$ cat config.mk
export PLATFORM = sky130hd
export DESIGN_NAME = calc_g_scan
export DESIGN_NICKNAME = d
export VERILOG_FILES = /design/src/rtl/calc_g_scan.sv
export SDC_FILE = /design/constraint.sdc
export NUM_CORES = 1
export LEC_CHECK = 0
export CELL_PAD_IN_SITES_DETAIL_PLACEMENT = 1
export CELL_PAD_IN_SITES_GLOBAL_PLACEMENT = 2
export CORE_UTILIZATION = 33
export DETAILED_ROUTE_END_ITERATION = 6
export PLACE_DENSITY_LB_ADDON = 0.1
export SLEW_MARGIN = 20
export SYNTH_ARGS = -nofsm -noshare
export SYNTH_HDL_FRONTEND = slang
export SYNTH_SLANG_ARGS = --single-unit
$ cat constraint.sdc
create_clock -name clk -period 7 [get_ports clk]
set_input_delay 1.4 -clock clk [delete_from_list [all_inputs] [get_ports clk]]
set_output_delay 1.4 -clock clk [all_outputs]
set_load 0.02 [all_outputs]
$ cat src/rtl/calc_g_scan.sv
// Coordinate sequencer for the G(m,n) calculator: sweeps an N x N grid of signed (m,n) per frame and
// delays valid/addr/last to line up with the calculator output. Define CALC_G_SCAN_FFTSHIFT_EN for FFT order.
module calc_g_scan #(
    parameter int N_LOG2   = 9,
    parameter int CALC_LAT = 6,
    parameter int ADDR_W   = 2 * N_LOG2
) (
    input  logic              clk,
    input  logic              rst,
    input  logic              start,
    input  logic [31:0]       zparam_in,
    output logic [9:0]        m,
    output logic [9:0]        n,
    output logic [31:0]       zparam,
    output logic              issue_valid,
    output logic              g_valid,
    output logic [ADDR_W-1:0] g_addr,
    output logic              g_last,
    output logic              busy,
    output logic              done
);

    typedef enum logic [1:0] {
        ST_IDLE  = 2'd0,
        ST_RUN   = 2'd1,
        ST_DRAIN = 2'd2,
        ST_DONE  = 2'd3
    } state_t;

    localparam int                DW        = $clog2(CALC_LAT + 1);
    localparam logic [DW-1:0]     DRAIN_END = DW'(CALC_LAT - 1);
    localparam logic [N_LOG2-1:0] CNT_MAX   = {N_LOG2{1'b1}};
`ifndef CALC_G_SCAN_FFTSHIFT_EN
    localparam logic [10:0]       HALF      = 11'(1 << (N_LOG2 - 1));
`endif

    // Grid index to signed 10-bit coordinate; the centered form subtracts N/2 at 11 bits.
    function automatic logic [9:0] map_coord(input logic [N_LOG2-1:0] c);
        logic [10:0] w;
`ifdef CALC_G_SCAN_FFTSHIFT_EN
        w = {{(11 - N_LOG2){c[N_LOG2-1]}}, c};
`else
        w = {{(11 - N_LOG2){1'b0}}, c} - HALF;
`endif
        return w[9:0];
    endfunction

    state_t            state_r, state_s;
    logic [N_LOG2-1:0] row_r, col_r, row_s, col_s;
    logic [DW-1:0]     drain_cnt_r, drain_cnt_s;
    logic              issue_s;
    logic              accept_s;
    logic [ADDR_W-1:0] issue_addr_r;
    logic              issue_last_r;

    logic              pipe_valid_r [CALC_LAT];
    logic [ADDR_W-1:0] pipe_addr_r  [CALC_LAT];
    logic              pipe_last_r  [CALC_LAT];

    // Next-state logic; counters always hold the coordinate being issued in the current cycle.
    always_comb begin
        state_s     = state_r;
        row_s       = row_r;
        col_s       = col_r;
        drain_cnt_s = drain_cnt_r;
        issue_s     = 1'b0;
        accept_s    = 1'b0;
        case (state_r)
            ST_IDLE, ST_DONE: begin
                if (start) begin
                    accept_s = 1'b1;
                    state_s  = ST_RUN;
                    row_s    = {N_LOG2{1'b0}};
                    col_s    = {N_LOG2{1'b0}};
                    issue_s  = 1'b1;
                end else begin
                    state_s  = ST_IDLE;
                end
            end
            ST_RUN: begin
                if (row_r == CNT_MAX && col_r == CNT_MAX) begin
                    state_s     = ST_DRAIN;
                    drain_cnt_s = {DW{1'b0}};
                end else begin
                    issue_s = 1'b1;
                    if (col_r == CNT_MAX) begin
                        col_s = {N_LOG2{1'b0}};
                        row_s = row_r + {{(N_LOG2 - 1){1'b0}}, 1'b1};
                    end else begin
                        col_s = col_r + {{(N_LOG2 - 1){1'b0}}, 1'b1};
                    end
                end
            end
            ST_DRAIN: begin
                if (drain_cnt_r == DRAIN_END) begin
                    state_s = ST_DONE;
                end else begin
                    drain_cnt_s = drain_cnt_r + {{(DW - 1){1'b0}}, 1'b1};
                end
            end
            default: state_s = ST_IDLE;
        endcase
    end

    // State, counters and registered issue-side outputs.
    always_ff @(posedge clk) begin
        if (rst) begin
            state_r      <= ST_IDLE;
            row_r        <= {N_LOG2{1'b0}};
            col_r        <= {N_LOG2{1'b0}};
            drain_cnt_r  <= {DW{1'b0}};
            zparam       <= 32'd0;
            issue_valid  <= 1'b0;
            m            <= 10'd0;
            n            <= 10'd0;
            issue_addr_r <= {ADDR_W{1'b0}};
            issue_last_r <= 1'b0;
            busy         <= 1'b0;
            done         <= 1'b0;
        end else begin
            state_r      <= state_s;
            row_r        <= row_s;
            col_r        <= col_s;
            drain_cnt_r  <= drain_cnt_s;
            if (accept_s) begin
                zparam <= zparam_in;
            end
            issue_valid  <= issue_s;
            m            <= issue_s ? map_coord(row_s) : 10'd0;
            n            <= issue_s ? map_coord(col_s) : 10'd0;
            issue_addr_r <= issue_s ? ADDR_W'({row_s, col_s}) : {ADDR_W{1'b0}};
            issue_last_r <= issue_s && (row_s == CNT_MAX) && (col_s == CNT_MAX);
            busy         <= (state_s == ST_RUN) || (state_s == ST_DRAIN);
            done         <= (state_s == ST_DONE);
        end
    end

    // Latency-matching delay line from the issue registers to the calculator output timing.
    always_ff @(posedge clk) begin
        if (rst) begin
            for (int i = 0; i < CALC_LAT; i++) begin
                pipe_valid_r[i] <= 1'b0;
                pipe_addr_r[i]  <= {ADDR_W{1'b0}};
                pipe_last_r[i]  <= 1'b0;
            end
        end else begin
            pipe_valid_r[0] <= issue_valid;
            pipe_addr_r[0]  <= issue_addr_r;
            pipe_last_r[0]  <= issue_last_r;
            for (int i = 1; i < CALC_LAT; i++) begin
                pipe_valid_r[i] <= pipe_valid_r[i-1];
                pipe_addr_r[i]  <= pipe_addr_r[i-1];
                pipe_last_r[i]  <= pipe_last_r[i-1];
            end
        end
    end

    assign g_valid = pipe_valid_r[CALC_LAT-1];
    assign g_addr  = pipe_addr_r[CALC_LAT-1];
    assign g_last  = pipe_last_r[CALC_LAT-1];

endmodule

After elaboration in Yosys (flattened, before gate mapping)
Memory sizes are Yosys's and may differ from the RTL's.
Index checks and enable logic that the tools add are counted.
- register bits: 97
- RAM bits: 120
- input port bits: 35
- output and inout port bits: 75
- logic and storage cells: 101
- memories: 3
- memories (memory ; depth ; bits a word ; rd ports ; clocked after memory_dff ; wr ports ; line ; RTL):
    pipe_addr_r ; 6 ; 18 ; 6 ; 0 ; 6 ; 57 ; logic [ADDR_W-1:0] pipe_addr_r [CALC_LAT];
    pipe_last_r ; 6 ; 1 ; 6 ; 0 ; 6 ; 58 ; logic pipe_last_r [CALC_LAT];
    pipe_valid_r ; 6 ; 1 ; 6 ; 0 ; 6 ; 56 ; logic pipe_valid_r [CALC_LAT];
- $add $sub $neg: 5
- equal/unequal tests: 13
- multiplexer cells: 40
- bitwise gates (word level): 19
- reduce and logical (&&, ||, !) cells: 9
- operator list (operator ; number):
    two-way mux 18 bit ; 6
    two-way mux 9 bit ; 6
    == test 9 bit (second input constant) ; 4
    case mux 9 bit (2 select lines) ; 2
    subtractor 9 x 9 -> 10 bit (second input constant) ; 2
    two-way mux 1 bit ; 19
    adder 9 x 1 -> 9 bit (second input constant) ; 2
    OR 1 bit ; 18
    == test 2 bit (second input constant) ; 4
    two-way mux 3 bit ; 2
    case mux 2 bit (3 select lines) ; 1
    case mux 3 bit (2 select lines) ; 1
    == test 2 x 1 -> 1 bit (second input constant) ; 2
    two-way mux 2 bit ; 2
    != test 2 bit (second input constant) ; 2
    OR reduction 2 bit ; 2
    adder 3 x 1 -> 3 bit (second input constant) ; 1
    == test 3 bit (second input constant) ; 1
    logical AND 1 bit ; 3
    AND reduction 3 bit ; 1
    zero test 2 bit ; 1
    case mux 1 bit (2 select lines) ; 1
    nonzero test 2 bit ; 1
    logical OR 1 bit ; 1
    NOT 1 bit ; 1

Logic depth before layout (Yosys ltp)
Gate-level depths: netlist of the first run.
- depth in word-level cells: 7
- mapped depth: 11
- depth with buffers taken out: 10

Least setup slack after synthesis of the first run
OpenSTA, ideal clock, no wires.
- path kind: input to register
- start point: input port start
- end point: register issue_last_r
- library setup time: 0.061 ns
- data arrival time: 2.465 ns
- required time: 6.939 ns
- setup slack: 4.474 ns
- stages on the path: 6
- path buffers: 0
- cells stage by stage: inv_1 > a221o_2 > mux2i_2 > or4_4 > nor3_2 > and4_1
- word-level cells in the longest chain between the ends: 5
- elaborated cells on any way between the ends: 10
- classes of those cells: 2 x eq/ne; 6 x mux; 2 x reduce/logical
- ends and longest elaborated chain (item ; line ; RTL):
    start: declaration ; 10 ; input logic start,
    two-way mux 9 bit ; 70 ; if (start) begin
    case mux 9 bit (2 select lines) ; 68 ; case (state_r)
    == test 9 bit ; 132 ; issue_last_r <= issue_s && (row_s == CNT_MAX) && (col_s == CNT_MAX);
    logical AND 1 bit ; 132 ;
    logical AND 1 bit (*) ; 132 ;
    end signal: assignment ; 132 ;
    end: declaration ; 54 ; logic issue_last_r;
Mark *: on every way between the ends. The rest lies on a longest branch, timed or not.
A chain may end at the register's enable or synchronous reset.

Worst setup path in the final report of the first run
Ends and elaborated chain as after synthesis.

==> out/qor.yml, run 1 <==
routing:
  route.detailed.drc: 0
  initialDrtViolationCount: 145
  firstDrtPassIters: 4
  ant_nets: 0
  wl_mm: 13.1
  via_per_inst: 4.36
  wire_per_inst_um: 13.1
  vias: 4359
timing:
  finalCritPeriodShare_pct: 47.6
  rsz0062_at_grt: "false"
  fmax_mhz: 300
  relSlewSlack_pct: 37.9
  skew_ns: 0.00930
  hold_violations: 0
  finalSetupTns_ns: 0
  worstMarginPinSlew_ns: 0.932
  setup_violations: 0
  period_minus_slack_ns: 3.33
  maxSlewViolCount: 0
clocking:
  ctsHoldBuffers: 0
  cts_buffers: 17
  clock_latency_ns: 0.43
  cts_num_sinks: 199
  cts_tree: "yes"
  clkTransAtPathRegs_ns: 0.08
  post_cts_buffers: 0
  root_buffer: "clkbuf_16"
  cts_htree_levels: 4
  cts_buffer_depth: 2
  cts_resized: 0
cells_and_area:
  fin_area_sq_um: 8290
  drive_gt1_share_pct: 7.08
  area_growth_pct: 26.8
  diodes: 0
  final_cell_mix: "dfxtp_1, nor2b_1, clkdlybuf4s50_1, nand2_1"
  nNetsFinal: 766
  final_common_cell: "dfxtp_1"
floorplanning:
  start_util_pct: 33.6
  die_height_um: 143
  pin_count: 110
  dieArea_sq_um: 20400
  die_x_um: 143
  core_sq_um: 19500
  rows: 51
setup_path:
  cp-end-kind: "flop"
  cp-start-kind: "input port"
  arrival_ns: 3.70
  crit_required_ns: 7.37
  critPathMaxFanout: 34
  rr_worst_depth: 9
  worstSetupPathType: "in -> reg"
  worstReg2RegStart: "col_r[3]"
  startpoint: "start"
global_route:
  antenna_found_initial: 0
  grt_max_degree: 98
  grt-ovfl-total: 0
  gr-usage-met3_pct: 3.22
  grtUsageMet2_pct: 24.6
  grt.total_usage_pct: 13.6
  grt_pass1_vias: 4328
  grt_busiest_layer: "met2"
  globalRouteMet1Util_pct: 15.1
  grt_pass1_wl_mm: 21.2
power:
  p_per_area_nw_per_um2: 272
  ir_drop_mv: 0.180
  p_leak_nw: 3.10
yosys:
  synthDistinctLibCells: 58
  syn_area_per_cell_sq_um: 10.1
  async_reset_ff_share_pct: 0
  synth_edf_count: 0
  syn_area_sq_um: 6540
  synth_cells: 646
  synth_nets: 691
  synth_flop_cell: "dfxtp_1"
  ys_seq_area_share_pct: 60.9
  ys_warn_count: 0
  ys_seq_elements: 199
flow_run:
  cap_viol_max_count: 0
place:
  hpwl_mm: 8.98
  place_congestion: 0.762
  placed_area_sq_um: 7670
  io_buffers: 109
status:
  outcome: "finished clean"
min_path:
  hp-start: "pipe_addr_r[0][8]"
  min_delay_path_depth: 1
  worstHoldPathType: "reg -> reg"
registers in the layout, indices dropped and copies added, names as in the netlist, 2 cells and up:
name / count
col_r: 9
drain_cnt_r: 3
issue_addr_r: 2
m: 9
n: 9
pipe_addr_r: 108
pipe_last_r: 6
pipe_valid_r: 6
row_r: 9
state_r: 2
zparam: 32
final timing paths:
check,endpoint,slack [ns]
worst max-delay path,issue_last_r,3.67
worst min-delay path,pipe_addr_r[1][8],0.43
worst max register to register,issue_last_r,3.95
worst min register to register,pipe_addr_r[1][8],0.43
cells in the mapped netlist (2+ instances only):
library cell  instances  area share (%)
a21oi_1              45             3.4
nor4_1                3            0.29
o21ai_0               5            0.38
a31oi_1               5            0.48
and4_1                5            0.67
nand2_1              75             4.3
o21ai_1               3            0.23
dfxtp_1             199              61
ha_1                 10             1.9
clkbuf_1             28             1.6
inv_1                 6            0.34
a211oi_1              3            0.34
nor3_1                3            0.23
buf_1                 3            0.17
buf_6                 3            0.52
a32oi_1               2            0.27
nor2b_1             130              12
nor2_1               45             2.6
and3_1                3            0.29
nand4_1               4            0.38
nand3_1               8            0.61
a21o_1                2            0.23
buf_4                20             2.3
a31o_2                2            0.27
cell families after synthesis:
logic type / count (synthesis) / share of synthesized area [%]
AO/OA/AOI/OAI: 85 / 8.13
flip-flops: 199 / 60.9
adder cells (fa/ha/maj): 10 / 1.91
AND/OR/NAND/NOR: 288 / 23.5
buffers and inverters: 60 / 4.93
multiplexers: 3 / 0.535
XOR/XNOR: 1 / 0.134
power by group:
| group | switching [mW] | internal, mW |
|---|---|---|
| Sequential | 0.00747 | 1.15 |
| Clock | 0.489 | 0.493 |
| Combinational | 0.0700 | 0.0521 |
| Total | 0.566 | 1.69 |
routing by layer:
| layer | routed length (um) | vias up | share of wire, % |
|---|---|---|---|
| met2 | 6760 | 69 | 52 |
| met4 | 163 | 0 | 1.2 |
| met5 | 0 | - | 0 |
| li1 | - | 2228 | - |
| met3 | 385 | 14 | 2.9 |
| met1 | 5790 | 2048 | 44 |
through the flow:
| stage | util [%] | power [mW] | std cells | hold WS [ns] | worst slack (ns) |
|---|---|---|---|---|---|
| after CTS | 42.6 | 2.29 | 999 | 0.435 | 3.62 |
| after global placement | 39.4 | 1.30 | 967 | 0.419 | 2.86 |
| after detailed placement | 39.4 | 1.31 | 967 | 0.424 | 3.18 |
| final | 42.6 | 2.26 | 999 | 0.431 | 3.67 |
| after global routing | 42.6 | 2.35 | 999 | 0.440 | 3.41 |
| after floorplan | - | 1.25 | 646 | 0.414 | 4.47 |
area by class of cell:
class	count	area, sq um
clock buffers	17	425
clock inverters	15	195
fillers	2126	11200
inverters	6	22.5
multi-input cells	387	2240
flip-flops and latches	199	3980
well taps	265	332
repair buffers	110	1100
critical path: stages:
cell	delay [ns]
clkdlybuf4s50_1	0.52
nand2_2	0.40
a211o_1	0.65
nor2_1	0.20
nor4bb_1	0.30
and4_1	0.22
Power figures use the tool's default switching activity.
==> run 2, diff against run 1 <==
Clock period 7 ns to 3.3 ns, I/O delays scaled along.
==> out/qor.yml, run 2 (same netlist as run 1, synthesis figures left out) <==
status:
  outcome: "finished clean"  # unchanged
timing:
  relSlewSlack_pct: 57.8  # was 37.9%
  finalCritPeriodShare_pct: 89.5
  setup_violations: 0  # unchanged
  maxSlewViolCount: 0  # unchanged
  period_minus_slack_ns: 2.95
  hold_slack_ns: 0.436  # was 0.431 ns
  finalSetupTns_ns: 0  # unchanged
  rsz0062_at_grt: "false"  # unchanged
  hold_violations: 0  # unchanged
  skew_ns: 0.0117  # was 0.00930 ns
  fmax_mhz: 338
  worstMarginPinSlew_ns: 0.633  # was 0.932 ns
  finalWorstSetupSlack_ns: 0.346  # was 3.67 ns
power:
  ir_drop_mv: 0.373  # was 0.180 mV
  p_leak_nw: 3.13  # was 3.10 nW
  p_per_area_nw_per_um2: 575  # was 272 nW/um^2
floorplanning:
  pin_count: 110  # unchanged
  die_height_um: 143  # unchanged
  dieArea_sq_um: 20400  # unchanged
  start_util_pct: 33.6  # unchanged
  die_x_um: 143  # unchanged
  rows: 51  # unchanged
  core_sq_um: 19500  # unchanged
routing:
  initialDrtViolationCount: 156  # was 145
  ant_nets: 0  # unchanged
  via_per_inst: 4.42  # was 4.36
  wire_per_inst_um: 13.6  # was 13.1 um
  firstDrtPassIters: 4  # unchanged
  vias: 4441  # was 4359
  route.detailed.drc: 0  # unchanged
  wl_mm: 13.6  # was 13.1 mm
setup_path:
  regToRegEndpoint: "issue_last_r"  # unchanged
  critPathMostFrequentCell: "and4_1"
  worstSetupPathType: "reg -> reg"  # was in -> reg
  worstReg2RegStart: "col_r[4]"  # was col_r[3]
  rrSetupSlack_ns: 0.35  # was 3.95 ns
  cp-start-kind: "flop"  # was input port
  cp_cell_sequence: "and4_1, and4_1, ha_1, a21boi_2, and3_1, a211oi_1, nor2_1, nor4bb_1, and4_1"  # was clkdlybuf4s50_1, nand2_2, a211o_1, nor2_1, nor4bb_1, and4_1
  arrival_ns: 3.28  # was 3.70 ns
  startpoint: "col_r[4]"  # was start
  path_depth: 9  # was 6
  critPathMaxFanout: 12  # was 34
  max_stage_delay_ns: 0.48  # was 0.65 ns
  cp-end-kind: "flop"  # unchanged
  slowest_stage: "ha_1"  # was a211o_1
  rr_worst_depth: 9  # unchanged
  critPathTopFamily: "simple AND/OR/NAND/NOR gates"  # unchanged
  cp.buffers_inverters: 0  # was 1
  crit_required_ns: 3.62  # was 7.37 ns
  endpoint: "issue_last_r"  # unchanged
cells_and_area:
  area_growth_pct: 27.3  # was 26.8%
  seq_area_sq_um: 3980  # unchanged
  diodes: 0  # unchanged
  layout_top_registers: "pipe_addr_r (108), zparam (32)"  # unchanged
  top_register: "pipe_addr_r"  # unchanged
  largest_reg_flops: 108  # unchanged
  drive_gt1_share_pct: 7.44  # was 7.08%
  nNetsFinal: 771  # was 766
  multi_input_area_sq_um: 2240  # about the same
  fin_util_pct: 42.8  # was 42.6%
  fill_cells: 2156  # was 2126
  final_cell_mix: "dfxtp_1, nor2b_1, clkdlybuf4s50_1, nand2_1"  # unchanged
  final_common_cell: "dfxtp_1"  # unchanged
clocking:
  clkTransAtPathRegs_ns: 0.08  # about the same
  ctsHoldBuffers: 0  # unchanged
  cts_num_sinks: 199  # unchanged
  cts_htree_levels: 4  # unchanged
  cts_tree: "yes"  # unchanged
  root_buffer: "clkbuf_16"  # unchanged
  post_cts_buffers: 0  # unchanged
  cts_buffers: 17  # unchanged
  cts_buffer_depth: 2  # unchanged
  cts_resized: 0  # unchanged
  clock_latency_ns: 0.43  # about the same
global_route:
  antenna_found_initial: 0  # unchanged
  grt_pass1_wl_mm: 22.1  # was 21.2 mm
  grt_pass1_vias: 4365  # was 4328
  grt_max_degree: 146  # was 98
  grt-ovfl-total: 0  # unchanged
  grt.total_usage_pct: 14.1  # was 13.6%
flow_run:
  cap_viol_max_count: 0  # unchanged
min_path:
  worstHoldPathType: "reg -> reg"  # unchanged
place:
  hpwl_mm: 9.11  # was 8.98 mm
  io_buffers: 109  # unchanged
  place_congestion: 0.865  # was 0.762
  dp_slack_ns: 0.457  # was 3.18 ns
[run 2: cell types whose count changed in the layout (fill, tap and decap cells not counted)]
| cell | before | now |
|---|---|---|
| buf_4 | 2 | 6 |
| inv_6 | 1 | 3 |
| and2_1 | 0 | 1 |
| and2_2 | 1 | 0 |
| buf_12 | 0 | 1 |
| clkinv_8 | 5 | 4 |
| inv_8 | 5 | 4 |
| nand2_1 | 74 | 75 |
| nand2_2 | 2 | 1 |
[run 2: power by group]
group	internal, mW	total (mW)	switching, mW
Sequential	2.43	2.44	0.0153
Combinational	0.116	0.267	0.151
Clock	1.04	2.08	1.04
[run 2: layout make-up]
class	count	area share, %
Multi-Input combinational cell	387	26.8
Clock inverter	15	2.22
Inverter	6	0.270
Tap cell	265	3.98
Timing Repair Buffer	115	13.8
Sequential cell	199	47.8
Clock buffer	17	5.11
[run 2: through the flow]
| step | total power [mW] | cell area [sq um] | cells |
|---|---|---|---|
| floorplan | 2.65 | 6540 | 646 |
| global placement | 2.77 | 7720 | 972 |
| detailed placement | 2.77 | 7720 | 972 |
| CTS | 4.87 | 8330 | 1004 |
| global route | 4.99 | 8330 | 1004 |
| finish | 4.79 | 8330 | 1004 |
[run 2: worst min-delay path by stage]
stage | from | end | depth (start not counted)
floorplan | issue_addr_r[17] | pipe_addr_r[0][17] | 1
global placement | pipe_valid_r[0] | pipe_valid_r[1] | 1
detailed placement | pipe_valid_r[4] | pipe_valid_r[5] | 1
CTS | pipe_addr_r[0][0] | pipe_addr_r[1][0] | 1
global route | pipe_addr_r[0][1] | pipe_addr_r[1][1] | 1
finish | pipe_addr_r[2][3] | pipe_addr_r[3][3] | 1
[run 2: worst reg2reg max path, stage by stage, from the launching register on]
cell and delay, ns:
dfxtp_1 0.42, and4_1 0.28, and4_1 0.24, ha_1 0.48, a21boi_2 0.28, and3_1 0.25, a211oi_1 0.48, nor2_1 0.07
nor4bb_1 0.15, and4_1 0.20
[run 2: layer usage]
| metal | vias to the layer above | wire length (um) | GRT usage, % |
|---|---|---|---|
| met5 | - | 0 | 0 |
| met4 | 0 | 223 | 6.11 |
| li1 | 2244 | - | - |
| met1 | 2112 | 6010 | 16.3 |
| met3 | 13 | 434 | 3.09 |
| met2 | 72 | 6970 | 25.0 |
==> run 3, diff against run 2 <==
Settings changed: SLEW_MARGIN 20 to not set.
==> results of run 3 <==
Final layout, timing and power as in run 2 (identical DEF).
